<file path="config.mk">
export PLATFORM = sky130hd
export DESIGN_NAME = fetch_queue
export DESIGN_NICKNAME = d
export VERILOG_FILES = /design/src/rtl/fetch_queue.sv
export SDC_FILE = /design/constraint.sdc
export NUM_CORES = 1
export LEC_CHECK = 0
export CAP_MARGIN = 20
export CORE_MARGIN = 10
export CORE_UTILIZATION = 52
export DETAILED_ROUTE_END_ITERATION = 8
export PLACE_DENSITY = 0.82
export SYNTH_ARGS = -nofsm -noshare
export SYNTH_HDL_FRONTEND = slang
export SYNTH_SLANG_ARGS = --single-unit
</file>
<file path="constraint.sdc">
create_clock -name clock -period 11.3 [get_ports clock]
set_input_delay 1.695 -clock clock [delete_from_list [all_inputs] [get_ports clock]]
set_output_delay 1.695 -clock clock [all_outputs]
set_load 0.005 [all_outputs]
</file>
<file path="src/rtl/fetch_queue.sv">
// -----------------------------------------------------------------------------
// fetch_queue
// Instruction-fetch front end: owns the fetch PC, issues word reads to
// instruction memory over a req/ack handshake, and buffers returned words in a
// DEPTH-entry prefetch queue that feeds decode under valid/ready flow control.
// A redirect (taken branch/jump) flushes the queue and discards any response
// that is still in flight.
//
// Ports:
//   clock, reset          rising-edge clock, asynchronous active-high reset
//   mem_req, mem_addr     registered read request / word-aligned address
//   mem_ack, mem_rdata    memory completion strobe and read data
//   redirect_valid/_pc    restart fetch at redirect_pc (low 2 bits ignored)
//   inst_valid, inst,     queue head: valid flag, instruction word and the
//   inst_pc_plus_4        address of that instruction plus 4
//   inst_ready            decode accepts the head this cycle
// -----------------------------------------------------------------------------
module fetch_queue #(
    parameter int                      ADDR_WIDTH = 32,
    parameter int                      DATA_WIDTH = 32,
    parameter int                      DEPTH      = 4,
    parameter logic [ADDR_WIDTH-1:0]   RESET_PC   = {ADDR_WIDTH{1'b0}}
) (
    input  logic                   clock,
    input  logic                   reset,
    output logic                   mem_req,
    output logic [ADDR_WIDTH-1:0]  mem_addr,
    input  logic                   mem_ack,
    input  logic [DATA_WIDTH-1:0]  mem_rdata,
    input  logic                   redirect_valid,
    input  logic [ADDR_WIDTH-1:0]  redirect_pc,
    output logic                   inst_valid,
    output logic [DATA_WIDTH-1:0]  inst,
    output logic [ADDR_WIDTH-1:0]  inst_pc_plus_4,
    input  logic                   inst_ready
);

    localparam int PTR_W = $clog2(DEPTH);
    localparam int CNT_W = $clog2(DEPTH + 1);
    localparam logic [CNT_W-1:0]      DEPTH_C   = CNT_W'(DEPTH);
    localparam logic [CNT_W-1:0]      CNT_ONE   = CNT_W'(1);
    localparam logic [PTR_W-1:0]      PTR_ONE   = PTR_W'(1);
    localparam logic [ADDR_WIDTH-1:0] WORD_STEP = ADDR_WIDTH'(32'd4);
    localparam logic [ADDR_WIDTH-1:0] ALIGN_MSK = {{(ADDR_WIDTH-2){1'b1}}, 2'b00};

    typedef enum logic [1:0] {
        IDLE = 2'd0,
        BUSY = 2'd1,
        DROP = 2'd2
    } state_t;

    state_t                  state_r, state_s;
    logic [ADDR_WIDTH-1:0]   fetch_pc_r, fetch_pc_s;
    logic [CNT_W-1:0]        count_r, count_s;
    logic [PTR_W-1:0]        rd_ptr_r, wr_ptr_r;
    logic                    mem_req_r, mem_req_s;
    logic [ADDR_WIDTH-1:0]   mem_addr_r, mem_addr_s;
    logic [DATA_WIDTH-1:0]   q_inst_r [DEPTH];
    logic [ADDR_WIDTH-1:0]   q_pc4_r  [DEPTH];
    logic                    push_s, pop_s, space_s;
    logic [ADDR_WIDTH-1:0]   pc_plus_4_s, redirect_pc_s;

    assign mem_req        = mem_req_r;
    assign mem_addr       = mem_addr_r;
    assign inst_valid     = (count_r != {CNT_W{1'b0}});
    assign inst           = q_inst_r[rd_ptr_r];
    assign inst_pc_plus_4 = q_pc4_r[rd_ptr_r];

    // Datapath decisions for this cycle: push/pop, next count and next fetch PC.
    always_comb begin
        pc_plus_4_s   = fetch_pc_r + WORD_STEP;
        redirect_pc_s = redirect_pc & ALIGN_MSK;
        // Only a live request (BUSY) may deliver data; stale acks in DROP are dropped.
        push_s = (state_r == BUSY) && mem_ack && !redirect_valid;
        pop_s  = inst_valid && inst_ready && !redirect_valid;
        if (redirect_valid) begin
            count_s    = {CNT_W{1'b0}};
            fetch_pc_s = redirect_pc_s;
        end else begin
            if (push_s && !pop_s) begin
                count_s = count_r + CNT_ONE;
            end else if (pop_s && !push_s) begin
                count_s = count_r - CNT_ONE;
            end else begin
                count_s = count_r;
            end
            fetch_pc_s = push_s ? pc_plus_4_s : fetch_pc_r;
        end
        // Every outstanding request owns a slot, so a push can never overflow.
        space_s = (count_s < DEPTH_C);
    end

    // Fetch FSM next-state logic.
    always_comb begin
        state_s = state_r;
        case (state_r)
            IDLE: begin
                if (!redirect_valid && space_s) begin
                    state_s = BUSY;
                end else begin
                    state_s = IDLE;
                end
            end
            BUSY: begin
                if (redirect_valid) begin
                    state_s = mem_ack ? IDLE : DROP;
                end else if (mem_ack) begin
                    state_s = space_s ? BUSY : IDLE;
                end else begin
                    state_s = BUSY;
                end
            end
            DROP: begin
                if (mem_ack) begin
                    state_s = IDLE;
                end else begin
                    state_s = DROP;
                end
            end
            default: begin
                state_s = IDLE;
            end
        endcase
    end

    // Fetch FSM outputs: request is high in BUSY/DROP; the address is held
    // during a request and otherwise follows the fetch PC, so a redirect target
    // is visible on mem_addr as soon as the FSM is back in IDLE.
    always_comb begin
        mem_req_s = (state_s != IDLE);
        if (state_s == IDLE) begin
            mem_addr_s = fetch_pc_s;
        end else if ((state_r == IDLE) || push_s) begin
            mem_addr_s = fetch_pc_s;
        end else begin
            mem_addr_s = mem_addr_r;
        end
    end

    // FSM state, fetch PC and registered memory-request outputs.
    always_ff @(posedge clock or posedge reset) begin
        if (reset) begin
            state_r    <= IDLE;
            fetch_pc_r <= RESET_PC;
            mem_req_r  <= 1'b0;
            mem_addr_r <= {ADDR_WIDTH{1'b0}};
        end else begin
            state_r    <= state_s;
            fetch_pc_r <= fetch_pc_s;
            mem_req_r  <= mem_req_s;
            mem_addr_r <= mem_addr_s;
        end
    end

    // Queue occupancy and pointers; a redirect empties the queue in one cycle.
    always_ff @(posedge clock or posedge reset) begin
        if (reset) begin
            count_r  <= {CNT_W{1'b0}};
            rd_ptr_r <= {PTR_W{1'b0}};
            wr_ptr_r <= {PTR_W{1'b0}};
        end else if (redirect_valid) begin
            count_r  <= {CNT_W{1'b0}};
            rd_ptr_r <= {PTR_W{1'b0}};
            wr_ptr_r <= {PTR_W{1'b0}};
        end else begin
            count_r  <= count_s;
            rd_ptr_r <= pop_s  ? (rd_ptr_r + PTR_ONE) : rd_ptr_r;
            wr_ptr_r <= push_s ? (wr_ptr_r + PTR_ONE) : wr_ptr_r;
        end
    end

    // Queue storage: instruction word plus its PC+4 for decode.
    always_ff @(posedge clock or posedge reset) begin
        if (reset) begin
            for (int i = 0; i < DEPTH; i++) begin
                q_inst_r[i] <= {DATA_WIDTH{1'b0}};
                q_pc4_r[i]  <= {ADDR_WIDTH{1'b0}};
            end
        end else if (push_s) begin
            q_inst_r[wr_ptr_r] <= mem_rdata;
            q_pc4_r[wr_ptr_r]  <= pc_plus_4_s;
        end else begin
            q_inst_r[wr_ptr_r] <= q_inst_r[wr_ptr_r];
            q_pc4_r[wr_ptr_r]  <= q_pc4_r[wr_ptr_r];
        end
    end

endmodule

</file>
# Word level (Yosys, flattened, before mapping)
# Index checks and enable logic that the tools add are counted.
[classes]
magnitude_cmp = 4
reduce_logical = 19
addsub = 5
mux = 38
eq_ne = 2
n_bitwise = 2
[op_table]
columns = ["operator", "n"]
rows = [
  ["bitwise mux 128 bit", 4],
  ["2-to-1 mux 32 bit", 13],
  ["binary-select mux 32 bit (select 2 bit)", 4],
  ["2-to-1 mux 128 bit", 2],
  ["demux 32 bit (select 2 bit)", 1],
  ["adder 32 x 3 -> 32 bit (second input constant)", 1],
  ["2-to-1 mux 2 bit", 6],
  ["2-to-1 mux 3 bit", 4],
  ["logical AND 1 bit", 8],
  ["nonzero test 2 bit", 4],
  ["greater-or-equal comparator 3 bit (second input constant)", 2],
  ["NOT 2 -> 3 bit", 2],
  ["one-hot mux 2 bit (3 select lines)", 1],
  ["adder 2 x 1 -> 2 bit (second input constant)", 2],
  ["zero test 2 bit", 2],
  ["adder 3 x 1 -> 3 bit (second input constant)", 1],
  ["zero test 1 bit", 3],
  ["< comparator 3 x 1 -> 1 bit (second input constant)", 1],
  ["< comparator 3 bit (second input constant)", 1],
  ["2-to-1 mux 1 bit", 3],
  ["nonzero test 3 bit", 1],
  ["subtractor 3 x 1 -> 3 bit (second input constant)", 1],
  ["== test 2 x 1 -> 1 bit (second input constant)", 1],
  ["== test 2 bit (second input constant)", 1],
  ["logical OR 1 bit", 1],
]
[totals]
ff_bits = 330
inputBits = 69

# Depth between registers and ports, before layout
# Gate-level depths: netlist of run 1.
[depth]
word_depth = 15
ltp_mapped = 9

# Worst setup path after synthesis of run 1
# OpenSTA, ideal clock, no wires.
[synth_path]
path_kind = "input-to-reg"
start = "input redirect_valid"
end = "register q_inst_r[120] in the netlist's numbering"
cell_stages = 6
t_arrival_ns = 3.224
n_path_buf = 3
required_ns = 11.163
slack_ns = 7.939
path_cell_list = "clkbuf_1 nor4bb_1 clkbuf_1 buf_2 mux2i_1 a21oi_1"
[synth_between]
elab_chain_cells = 3
[synth_lines]
columns = ["item", "line_no", "source"]
rows = [
  ["start: declaration", "30", "input logic redirect_valid,"],
  ["zero test 1 bit", "74", "push_s = (state_r == BUSY) && mem_ack && !redirect_valid;"],
  ["logical AND 1 bit", "74", ""],
  ["2-to-1 mux 128 bit", "179", "end else if (push_s) begin"],
  ["end signal: indexed assignment", "176", "q_inst_r[i] <= {DATA_WIDTH{1'b0}};"],
  ["end signal: indexed assignment", "180", "q_inst_r[wr_ptr_r] <= mem_rdata;"],
  ["end signal: indexed assignment", "183", "q_inst_r[wr_ptr_r] <= q_inst_r[wr_ptr_r];"],
  ["end: declaration", "58", "logic [DATA_WIDTH-1:0] q_inst_r [DEPTH];"],
]
# Every way passes these cells.
# A chain may end at the register's enable or synchronous reset.

# Final worst setup path of run 1
[layout_path]
start = "register rd_ptr_r[0]"
end = "output inst_pc_plus_4[2]"
[layout_between]
elab_chain_cells = 4
[layout_lines]
columns = ["item", "line_no", "source"]
rows = [
  ["start: declaration", "55", "logic [PTR_W-1:0] rd_ptr_r, wr_ptr_r;"],
  ["start signal: assignment", "159", "rd_ptr_r <= {PTR_W{1'b0}};"],
  ["start signal: assignment", "163", "rd_ptr_r <= {PTR_W{1'b0}};"],
  ["start signal: assignment", "167", "rd_ptr_r <= pop_s ? (rd_ptr_r + PTR_ONE) : rd_ptr_r;"],
  ["NOT 2 -> 3 bit (implied by the code)", "67", "assign inst_pc_plus_4 = q_pc4_r[rd_ptr_r];"],
  ["binary-select mux 32 bit (select 2 bit)", "67", ""],
  ["2-to-1 mux 32 bit (implied by the code) (2 in series)", "67", ""],
  ["end: declaration", "34", "output logic [ADDR_WIDTH-1:0] inst_pc_plus_4,"],
]
# Every way passes these cells. The select of a mux whose other input is x is not followed.

==> results of run 1 <==
[layout make-up]
type | count | area [um2] | area share, %
clock inverter | 8 | 67.6 | 0.332
timing repair buffer | 178 | 1770 | 8.71
tap | 442 | 553 | 2.72
sequential | 330 | 8270 | 40.6
inverter | 11 | 48.8 | 0.240
clock buffer | 56 | 1110 | 5.44
multi-input combinational | 1038 | 8550 | 42.0
[registers in the layout, indices dropped and copies added (netlist names)]
signal / cells
state_r: 2
fetch_pc_r: 32
q_inst_r: 128
q_pc4_r: 128
rd_ptr_r: 2
mem_addr: 32
count_r: 3
wr_ptr_r: 2
mem_req: 1
[worst max path at each step]
| stage | startpoint | depth (start not counted) | slack (ns) | end |
|---|---|---|---|---|
| global placement | mem_ack | 7 | 6.63 | q_pc4_r[112] |
| CTS | rd_ptr_r[0] | 3 | 6.19 | inst_pc_plus_4[2] |
| global route | rd_ptr_r[0] | 3 | 6.04 | inst_pc_plus_4[2] |
| finish | rd_ptr_r[0] | 3 | 6.27 | inst_pc_plus_4[2] |
| detailed placement | mem_ack | 7 | 6.59 | q_pc4_r[112] |
| floorplan | reset | 1 | 0.47 | count_r[0] |
[cells in the mapped netlist, types with 5 or more instances]
master	instances	area (um2)
o31ai_1	6	45.0
nand2_1	73	274
mux2i_1	40	400
xnor2_1	29	254
inv_1	10	37.5
nand2b_1	5	31.3
nor2_1	189	709
nor3_1	17	85.1
and2_1	6	37.5
o22ai_1	28	175
dfrtp_1	330	8260
nand3_1	26	130
buf_1	9	33.8
nor4_1	5	31.3
buf_2	23	115
mux4_2	128	2880
o21ai_0	39	195
nand4_1	20	125
mux2_2	79	890
or4_1	6	45.0
clkbuf_1	89	334
a21oi_1	215	1080
xor2_1	12	105
nor2b_1	30	188
ha_1	8	100
a31oi_1	6	37.5
a31o_2	5	43.8
[worst max-delay path: cells and delay by family (launching register included)]
kind	cells	cell delay, ns
buffers and inverters	2	1.31
DFF	1	0.83
muxes	1	0.61
[layer usage]
layer	wire, um	part of all wire (%)	track usage (%)	vias up
li1	-	-	-	5746
met1	18600	41	28.6	6534
met2	21600	48	34.6	541
met3	3780	8.4	5.58	81
met4	960	2.1	5.84	0
met5	0	0	0	-
[logic make-up after synthesis]
family / share of synthesized area, %
simple gates: 11.5
compound gates: 10.8
flops: 47.8
mux: 24.1
buf+inv: 3.14
xor+xnor: 2.08
fa+ha+maj: 0.579
[per-stage QoR]
| stage | cell area, um2 | worst slack, ns | std cells | hold slack [ns] | power, W |
|---|---|---|---|---|---|
| floorplan | 17300 | 0.465 | 1502 | 0.463 | 0.00294 |
| global placement | 19200 | 6.63 | 1998 | 0.455 | 0.00358 |
| detailed placement | 19200 | 6.59 | 1999 | 0.460 | 0.00368 |
| CTS | 20400 | 6.19 | 2063 | 0.484 | 0.00486 |
| global route | 20400 | 6.04 | 2063 | 0.521 | 0.00511 |
| finish | 20400 | 6.27 | 2063 | 0.482 | 0.00484 |
[cells in the final DEF, fill, tap and decap left out, types with 8 or more instances in the layout]
cell type	Yosys	layout
dfrtp_1	330	326
buf_4	1	12
mux2i_1	40	40
o22ai_1	28	28
a21oi_1	215	215
clkbuf_1	89	8
nor2b_1	30	30
mux2_2	79	79
xnor2_1	29	29
nor3_1	17	17
mux4_2	128	128
xor2_1	12	12
nor2_1	189	189
nand4_1	20	20
inv_1	10	9
nand2_1	73	73
o21ai_0	39	39
nand3_1	26	26
clkdlybuf4s50_1	0	163
clkbuf_16	0	37
clkbuf_8	0	11
[power by group through the flow]
| stage | Combinational [W] | Clock (W) | Sequential (W) |
|---|---|---|---|
| 2_1_floorplan | 0.00117 | 0 | 0.00177 |
| 3_3_place_gp | 0.00172 | 0 | 0.00186 |
| 3_5_place_dp | 0.00178 | 0 | 0.00190 |
| 4_1_cts | 0.00180 | 0.00118 | 0.00189 |
| 5_1_grt | 0.00194 | 0.00122 | 0.00194 |
| 6_report | 0.00178 | 0.00116 | 0.00189 |
==> metrics.md, run 1 <==
| Metric | Value |
|---|---|
| H-tree depth | `2` |
| Sequential area share after synthesis | `between 40 and 50%` |
| N_diodes | `0` |
| Hold_sp | `mem_addr[2]` |
| Via count | `12900` |
| Buffers added on ports | `~160` |
| Mean Syn Cell Area | `11.5 um2` |
| Hold-fix buffers at CTS | `0` |
| Synth Instances | `between 1500 and 2000` |
| Reg2reg path depth | `6` |
| Post-Syn Nets | `around 1600` |
| Die ar. | `40900 um2` |
| Post-synthesis cell area | `between 15000 and 20000 um2` |
| Crit. End Element | `output pin` |
| Synthesis warning total | `0` |
| Slowest stage delay, CP | `0.83 ns` |
| Pin slew with the least headroom to its limit | `1.07 ns` |
| Final Hold Viols | `0` |
| First-pass detailed-route iteration total | `5` |
| CP arrival | `3.34 ns` |
| Peak Freq | `0.199 GHz` |
| Crit Path Max Fanout | `37` |
| CTS tree | `built` |
| Grt total ovfl | `0` |
| Antenna viol nets, final | `0` |
| Unrepaired setup endpoints after global routing | `false` |
| Routed wire per std cell | `21.8 um` |
| Cts repair resizes | `0` |
| Area grow syn2layout | `17.8%` |
| Post-synth EDFFs | `0` |
| Vias in the first global route | `13300` |
| NetSw | `~0.0016 W` |
| Pwr Density | `238 nW/um2` |
| Floorplan Core Area | `32700 um2` |
| Sw frac | `32.1%` |
| Total I/O pin count | `167` |
| Cell Chain, Critical Path | `buf_4 > mux4_2 > clkdlybuf4s50_1` |
| Final GP Congestion | `0.847` |
| Num Clock Sinks | `330` |
| Reg2reg end | `q_pc4_r[56]` |
| Slowest-stage cell, CP | `dfrtp_4` |
| P_leak | `around 7.7 nW` |
| NumNets Final | `1672` |
| CTS root buffer | `clkbuf_16` |
| R2r startpoint | `wr_ptr_r[1]` |
| Die height | `about 200 um` |
| Post-Route WL | `44900 um` |
| Seq cells post-synth | `330` |
| Synth cell types | `66` |
| Data required, critical path | `9.61 ns` |
| Slew Limit Fails | `0` |
| Clock buffer depth | `3` |
| CTS Buf Count | `36` |
| Dpl hpwl | `28200 um` |
| DRC viols | `0` |
| Int Pwr | `0.00328 W` |
| Largest net degree at the start of global routing | `193` |
| Initial antenna violation count | `0` |
| TNS Setup | `0 ns` |
| Fillers | `between 2000 and 2500` |
| Max-cap check violation count | `0` |
| DRT iter0 DRCs | `1190` |
| Slew HR | `~29%` |
| Worst VDD drop | `0.000115 V` |
| Status | `complete, no violations` |
| FF-to-FF setup slack | `7.43 ns` |
| Tcrit/Tclk final | `44.5%` |
| Synth Flop Type | `dfrtp_1` |
| Clk pin slew, worst setup/hold paths | `about 0.06 ns` |
| WHS Endpoint | `mem_addr[2]` |
| Number of setup buffers added after CTS | `0` |
| Share of post-route cells with drive strength above 1 | `19.2%` |
| Worst Hold Class | `flip-flop to flip-flop` |
| Setup-failing EPs final | `0` |
| Flop pwr share | `around two fifths` |
| Global Route Usage Sum | `between 20% and 30%` |
| Cells on Worst Hold Path | `2` |
| First-pass GRT wire length | `72600 um` |
| Routed vias/inst | `around 6.3` |
| Clock skew | `0.0195 ns` |
| Startpoint Class | `flip-flop` |
| Skew-Pair Late Insertion Delay | `0.52 ns` |
| Part of the total power dissipated in the clock network | `24.0%` |
| Ys async rst share | `100%` |
| CP Class | `flip-flop to output pin` |
| Tmin final | `slightly above 5 ns` |
| # rows | `66` |
| Fin util | `62.3%` |
| Starting Density | `52.9%` |
| Die Span X | `202 um` |
| Gate power share | `36.8%` |
Power figures use the tool's default switching activity.
==> run 2, diff against run 1 <==
==> constraint.sdc (replaced) <==
create_clock -name clock -period 4.4 [get_ports clock]
set_input_delay 0.66 -clock clock [delete_from_list [all_inputs] [get_ports clock]]
set_output_delay 0.66 -clock clock [all_outputs]
set_load 0.005 [all_outputs]
==> run 2 against run 1 <==
Register-to-register slack lost 5.9 ns. Cell count grew 0.58%. Critical path depth is the same.
==> metrics.md, run 2 (synthesis gave the netlist of run 1 again) <==
| Metric | Value |
|---|---|
| Clock buffer depth | `3` |
| Cells after DPL | `2012` |
| Final GP Congestion | `0.855` |
| Number of setup buffers added after CTS | `0` |
| Pwr Density | `611 nW/um2` |
| M1 WL | `18700 um` |
| Die Span X | `~200 um` |
| Commonest non-fill, non-tap cell in the layout | `dfrtp_1` |
| Area grow syn2layout | `18.8%` |
| Total I/O pin count | `167` |
| FF-to-FF setup slack | `1.48 ns` |
| Share of post-route cells with drive strength above 1 | `19.8%` |
| Worst Hold Class | `flip-flop to flip-flop` |
| Skew-Pair Late Insertion Delay | `0.51 ns` |
| Hold-fix buffers at CTS | `0` |
| H-tree depth | `2` |
| Met3 WL | `about 4000 um` |
| Antenna viol nets, final | `0` |
| Unrepaired setup endpoints after global routing | `false` |
| Largest regs | `q_inst_r (128), q_pc4_r (128)` |
| Starting Density | `52.9%` |
| P_leak | `7.76 nW` |
| Non-filler instance count after layout | `2075` |
| Global Route Usage Sum | `22.1%` |
| Register area | `8270 um2` |
| Die ar. | `40900 um2` |
| Tmin final | `around 3.4 ns` |
| CP delay by family, top | `buffers and inverters` |
| DRT iter0 DRCs | `1504` |
| Dpl hpwl | `29500 um` |
| Top routing layer in use | `met4` |
| Pin slew with the least headroom to its limit | `1.08 ns` |
| CP arrival | `approximately 2.8 ns` |
| Post-Route WL | `45800 um` |
| First-pass detailed-route iteration total | `6` |
| DP Worst Slack | `1.14 ns` |
| Vias in the first global route | `13700` |
| Num Clock Sinks | `330` |
| Final WS setup | `about 0.96 ns` |
| CP Class | `flip-flop to output pin` |
| Slew HR | `between 20% and 30%` |
| Cell depth of the worst setup path | `3` |
| Cts repair resizes | `0` |
| Routed vias/inst | `6.36` |
| Worst VDD drop | `0.000347 V` |
| Slowest stage delay, CP | `0.68 ns` |
| Buffers added on ports | `164` |
| Data required, critical path | `~3.7 ns` |
| Commonest cells after routing, fill and taps aside | `dfrtp_1, a21oi_1, nor2_1, clkdlybuf4s50_1, mux4_2` |
| CTS root buffer | `clkbuf_16` |
| Largest net degree at the start of global routing | `101` |
| Clock skew | `0.0207 ns` |
| Peak Freq | `0.291 GHz` |
| Initial antenna violation count | `0` |
| Via count | `approximately 13000` |
| Cell Chain, Critical Path | `buf_4 > mux4_2 > clkdlybuf4s50_1` |
| Tcrit/Tclk final | `about four fifths` |
| Fillers | `2461` |
| Setup-failing EPs final | `0` |
| Met2 WL | `roughly 22000 um` |
| N_diodes | `0` |
| Status | `complete, no violations` |
| Crit Path Max Fanout | `18` |
| Slew Limit Fails | `0` |
| # rows | `66` |
| Final hold slack | `0.498 ns` |
| Clk pin slew, worst setup/hold paths | `approximately 0.060 ns` |
| Floorplan Core Area | `~33000 um2` |
| First-pass GRT wire length | `74100 um` |
| CP bufs+invs | `2` |
| Cells on Worst Hold Path | `2` |
| Reg2reg path depth | `6` |
| Crit. End Element | `output pin` |
| DRC viols | `0` |
| Multi-input gate area | `8550 um2` |
| CTS Buf Count | `36` |
| Grt total ovfl | `0` |
| CTS tree | `built` |
| Slowest-stage cell, CP | `dfrtp_4` |
| Max-cap check violation count | `0` |
| Startpoint Class | `flip-flop` |
| Routed wire per std cell | `22.1 um` |
| Die height | `202 um` |
| Final Hold Viols | `0` |
| NumNets Final | `1686` |
[run 2: metal layers]
layer / up-vias / global-route usage [%]
met4: 0 / 7.54
met3: 110 / 4.96
met1: 6624 / 29.1
met2: 684 / 35.5
met5: - / 0
li1: 5779 / -
[run 2: per-stage QoR]
step | utilization, % | power, W | setup TNS (ns) | area [um2]
after floorplan | - | 0.00756 | -220.00 | 17300
after detailed placement | 59.2 | 0.00950 | 0 | 19400
after CTS | 62.8 | 0.0126 | 0 | 20500
after global routing | 62.8 | 0.0133 | 0 | 20500
after global placement | 59.2 | 0.00924 | 0 | 19400
final | 62.8 | 0.0126 | 0 | 20500
[run 2: layout make-up]
class / count / share of cell area (%)
clock buffers: 50 / 5.04
clock inverters: 12 / 0.707
inverters: 11 / 0.219
multi-input cells: 1038 / 41.6
flip-flops and latches: 330 / 40.2
well taps: 442 / 2.69
repair buffers: 192 / 9.48
[run 2: path summary, 6_finish.rpt]
path,start,to
setup / recovery,rd_ptr_r[0],inst_pc_plus_4[15]
hold / removal,mem_addr[2],mem_addr[2]
setup reg to reg,fetch_pc_r[2],q_pc4_r[120]
hold reg to reg,mem_addr[2],mem_addr[2]
max in group asynchronous,reset,q_inst_r[37]
min in group asynchronous,reset,q_inst_r[127]
[run 2: report_power, final]
part	internal (W)	total, W	switching [W]
registers	0.00402	0.00483	0.000810
logic	0.00266	0.00469	0.00203
clock network	0.00182	0.00304	0.00122
total	0.00849	0.0126	0.00407
[run 2: worst reg2reg max path: cells and delay by family, from the launching register on]
| family | cells | cell delay [ns] |
|---|---|---|
| adders and majority gates | 1 | 0.29 |
| AOI/OAI and AO/OA | 2 | 0.76 |
| DFF | 1 | 0.50 |
| and+or+nand+nor | 3 | 1.24 |
==> run 3, diff against run 2 <==
==> constraint.sdc (replaced) <==
create_clock -name clock -period 2.8 [get_ports clock]
set_input_delay 0.42 -clock clock [delete_from_list [all_inputs] [get_ports clock]]
set_output_delay 0.42 -clock clock [all_outputs]
set_load 0.005 [all_outputs]
==> run 3 against run 2 <==
Power rose by 56%. Setup slack worse by 0.94 ns. Sequential power increased by 57%. Cell area grew 2.2%. Largest cell class unchanged. Largest power group unchanged. Highest routed layer unchanged.
==> metrics.md, run 3 (synthesis gave the netlist of run 1 again) <==
| Metric | Value |
|---|---|
| Crit Path Max Fanout | `9` |
| Fin util | `64.2%` |
| Initial antenna violation count | `0` |
| Data required, critical path | `2.38 ns` |
| Slew Limit Fails | `0` |
| Via count | `about 14000` |
| Vias in the first global route | `roughly 14000` |
| CP arrival | `roughly 2.4 ns` |
| Pwr Density | `936 nW/um2` |
| Largest net degree at the start of global routing | `55` |
| Antenna viol nets, final | `0` |
| Slew HR | `43.3%` |
| Floorplan Core Area | `approximately 33000 um2` |
| Grt total ovfl | `0` |
| P_leak | `between 8 and 9 nW` |
| Worst VDD drop | `0.000512 V` |
| Pin slew with the least headroom to its limit | `between 0.8 and 0.9 ns` |
| Routed vias/inst | `6.42` |
| Status | `complete, no violations` |
| Tmin final | `roughly 2.8 ns` |
| Share of post-route cells with drive strength above 1 | `21.7%` |
| Commonest non-fill, non-tap cell in the layout | `dfrtp_1` |
| Buffers added on ports | `164` |
| Cell Chain, Critical Path | `buf_4 > mux4_2 > clkdlybuf4s50_1` |
| H-tree depth | `2` |
| Die height | `approximately 200 um` |
| Dpl hpwl | `between 30000 and 40000 um` |
| Clock buffer depth | `3` |
| First-pass detailed-route iteration total | `6` |
| N_diodes | `0` |
| Clk pin slew, worst setup/hold paths | `0.06 ns` |
| Global Route Usage Sum | `22.6%` |
| Startpoint Class | `flip-flop` |
| Area grow syn2layout | `21.4%` |
| Total I/O pin count | `167` |
| Setup-failing EPs final | `0` |
| Die ar. | `40900 um2` |
| Num Clock Sinks | `330` |
| Unrepaired setup endpoints after global routing | `true` |
| Slowest stage delay, CP | `0.57 ns` |
| Skew-Pair Late Insertion Delay | `0.52 ns` |
| Design Area, Final | `between 20000 and 25000 um2` |
| Clock skew | `0.0236 ns` |
| Final Hold Viols | `0` |
| Post-Route WL | `~47000 um` |
| Largest regs | `q_inst_r (128), q_pc4_r (128)` |
| First-pass GRT wire length | `approximately 76000 um` |
| Peak Freq | `0.360 GHz` |
| Worst Hold Class | `input pin to flip-flop` |
| CTS tree | `built` |
| # rows | `66` |
| Starting Density | `52.9%` |
| Commonest cells after routing, fill and taps aside | `dfrtp_1, a21oi_1, nor2_1, clkdlybuf4s50_1, mux4_2` |
| CTS root buffer | `clkbuf_16` |
| CP Class | `flip-flop to output pin` |
| Routed wire per std cell | `22.3 um` |
| Post-DP Area | `between 15000 and 20000 um2` |
| DRC viols | `0` |
| Final GP Congestion | `0.882` |
| CTS Buf Count | `35` |
| Tcrit/Tclk final | `99.1%` |
| Crit. End Element | `output pin` |
| Die Span X | `202 um` |
| DRT iter0 DRCs | `1360` |
| Max-cap check violation count | `0` |
| Slowest-stage cell, CP | `mux4_2` |
| NumNets Final | `1724` |
run 3: what timing repair did:
action                     in CTS  in global routing
hold buffers                    0                  0
pin swaps                       0                  0
gates resized for setup         7                 13
setup buffers                   2                  2
setup endpoints to repair      55                 27
run 3: critical path: cells and delay by family (launching register included):
family,cells,cell delay [ns]
flops,1,0.55
buf+inv,2,0.73
mux,1,0.57
run 3: per-layer routing:
| metal | part of all wire, % | vias up | track usage [%] |
|---|---|---|---|
| met5 | 0 | - | 0 |
| met4 | 2.8 | 0 | 7.22 |
| met3 | 8.3 | 117 | 5.18 |
| met2 | 49 | 691 | 36.4 |
| met1 | 40 | 6911 | 29.9 |
| li1 | - | 5855 | - |
run 3: final cells by class:
| type | instances | area (um2) |
|---|---|---|
| sequential | 330 | 8270 |
| multi-input combinational | 1038 | 8550 |
| fill | 2398 | 11700 |
| inverter | 11 | 45.0 |
| tap | 442 | 553 |
| clock buffer | 51 | 1020 |
| timing repair buffer | 231 | 2450 |
| clock inverter | 11 | 105 |
run 3: worst paths after layout:
| kind | start | end | slack [ns] | cells after the start |
|---|---|---|---|---|
| worst min-delay path | redirect_valid | mem_req | 0.26 | 2 |
| worst min register to register | mem_addr[3] | mem_addr[3] | 0.49 | 2 |
| max in group asynchronous | reset | fetch_pc_r[3] | 1.61 | 3 |
| min in group asynchronous | reset | q_inst_r[127] | 0.44 | 2 |
| worst max-delay path | rd_ptr_r[0] | inst_pc_plus_4[13] | 0.02 | 3 |
| worst max register to register | fetch_pc_r[2] | q_pc4_r[80] | 0.16 | 6 |
run 3: where the power goes:
part,switching [W],leakage (nW),internal [W]
clock,0.00191,0.554,0.00262
combinational,0.00328,3.80,0.00425
sequential,0.00127,3.71,0.00631
run 3: per-stage QoR:
step | TNS, ns | hold WS [ns] | cells | total power, W | worst slack (ns)
after floorplan | -668.80 | 0.463 | 1502 | 0.0119 | -2.03
after global placement | 0 | 0.471 | 2048 | 0.0147 | 0.276
after detailed placement | 0 | 0.462 | 2048 | 0.0151 | 0.190
after CTS | -0.00680 | 0.238 | 2112 | 0.0197 | -0.00680
after global routing | -0.0265 | 0.276 | 2114 | 0.0207 | -0.0255
final | 0 | 0.260 | 2114 | 0.0197 | 0.0246
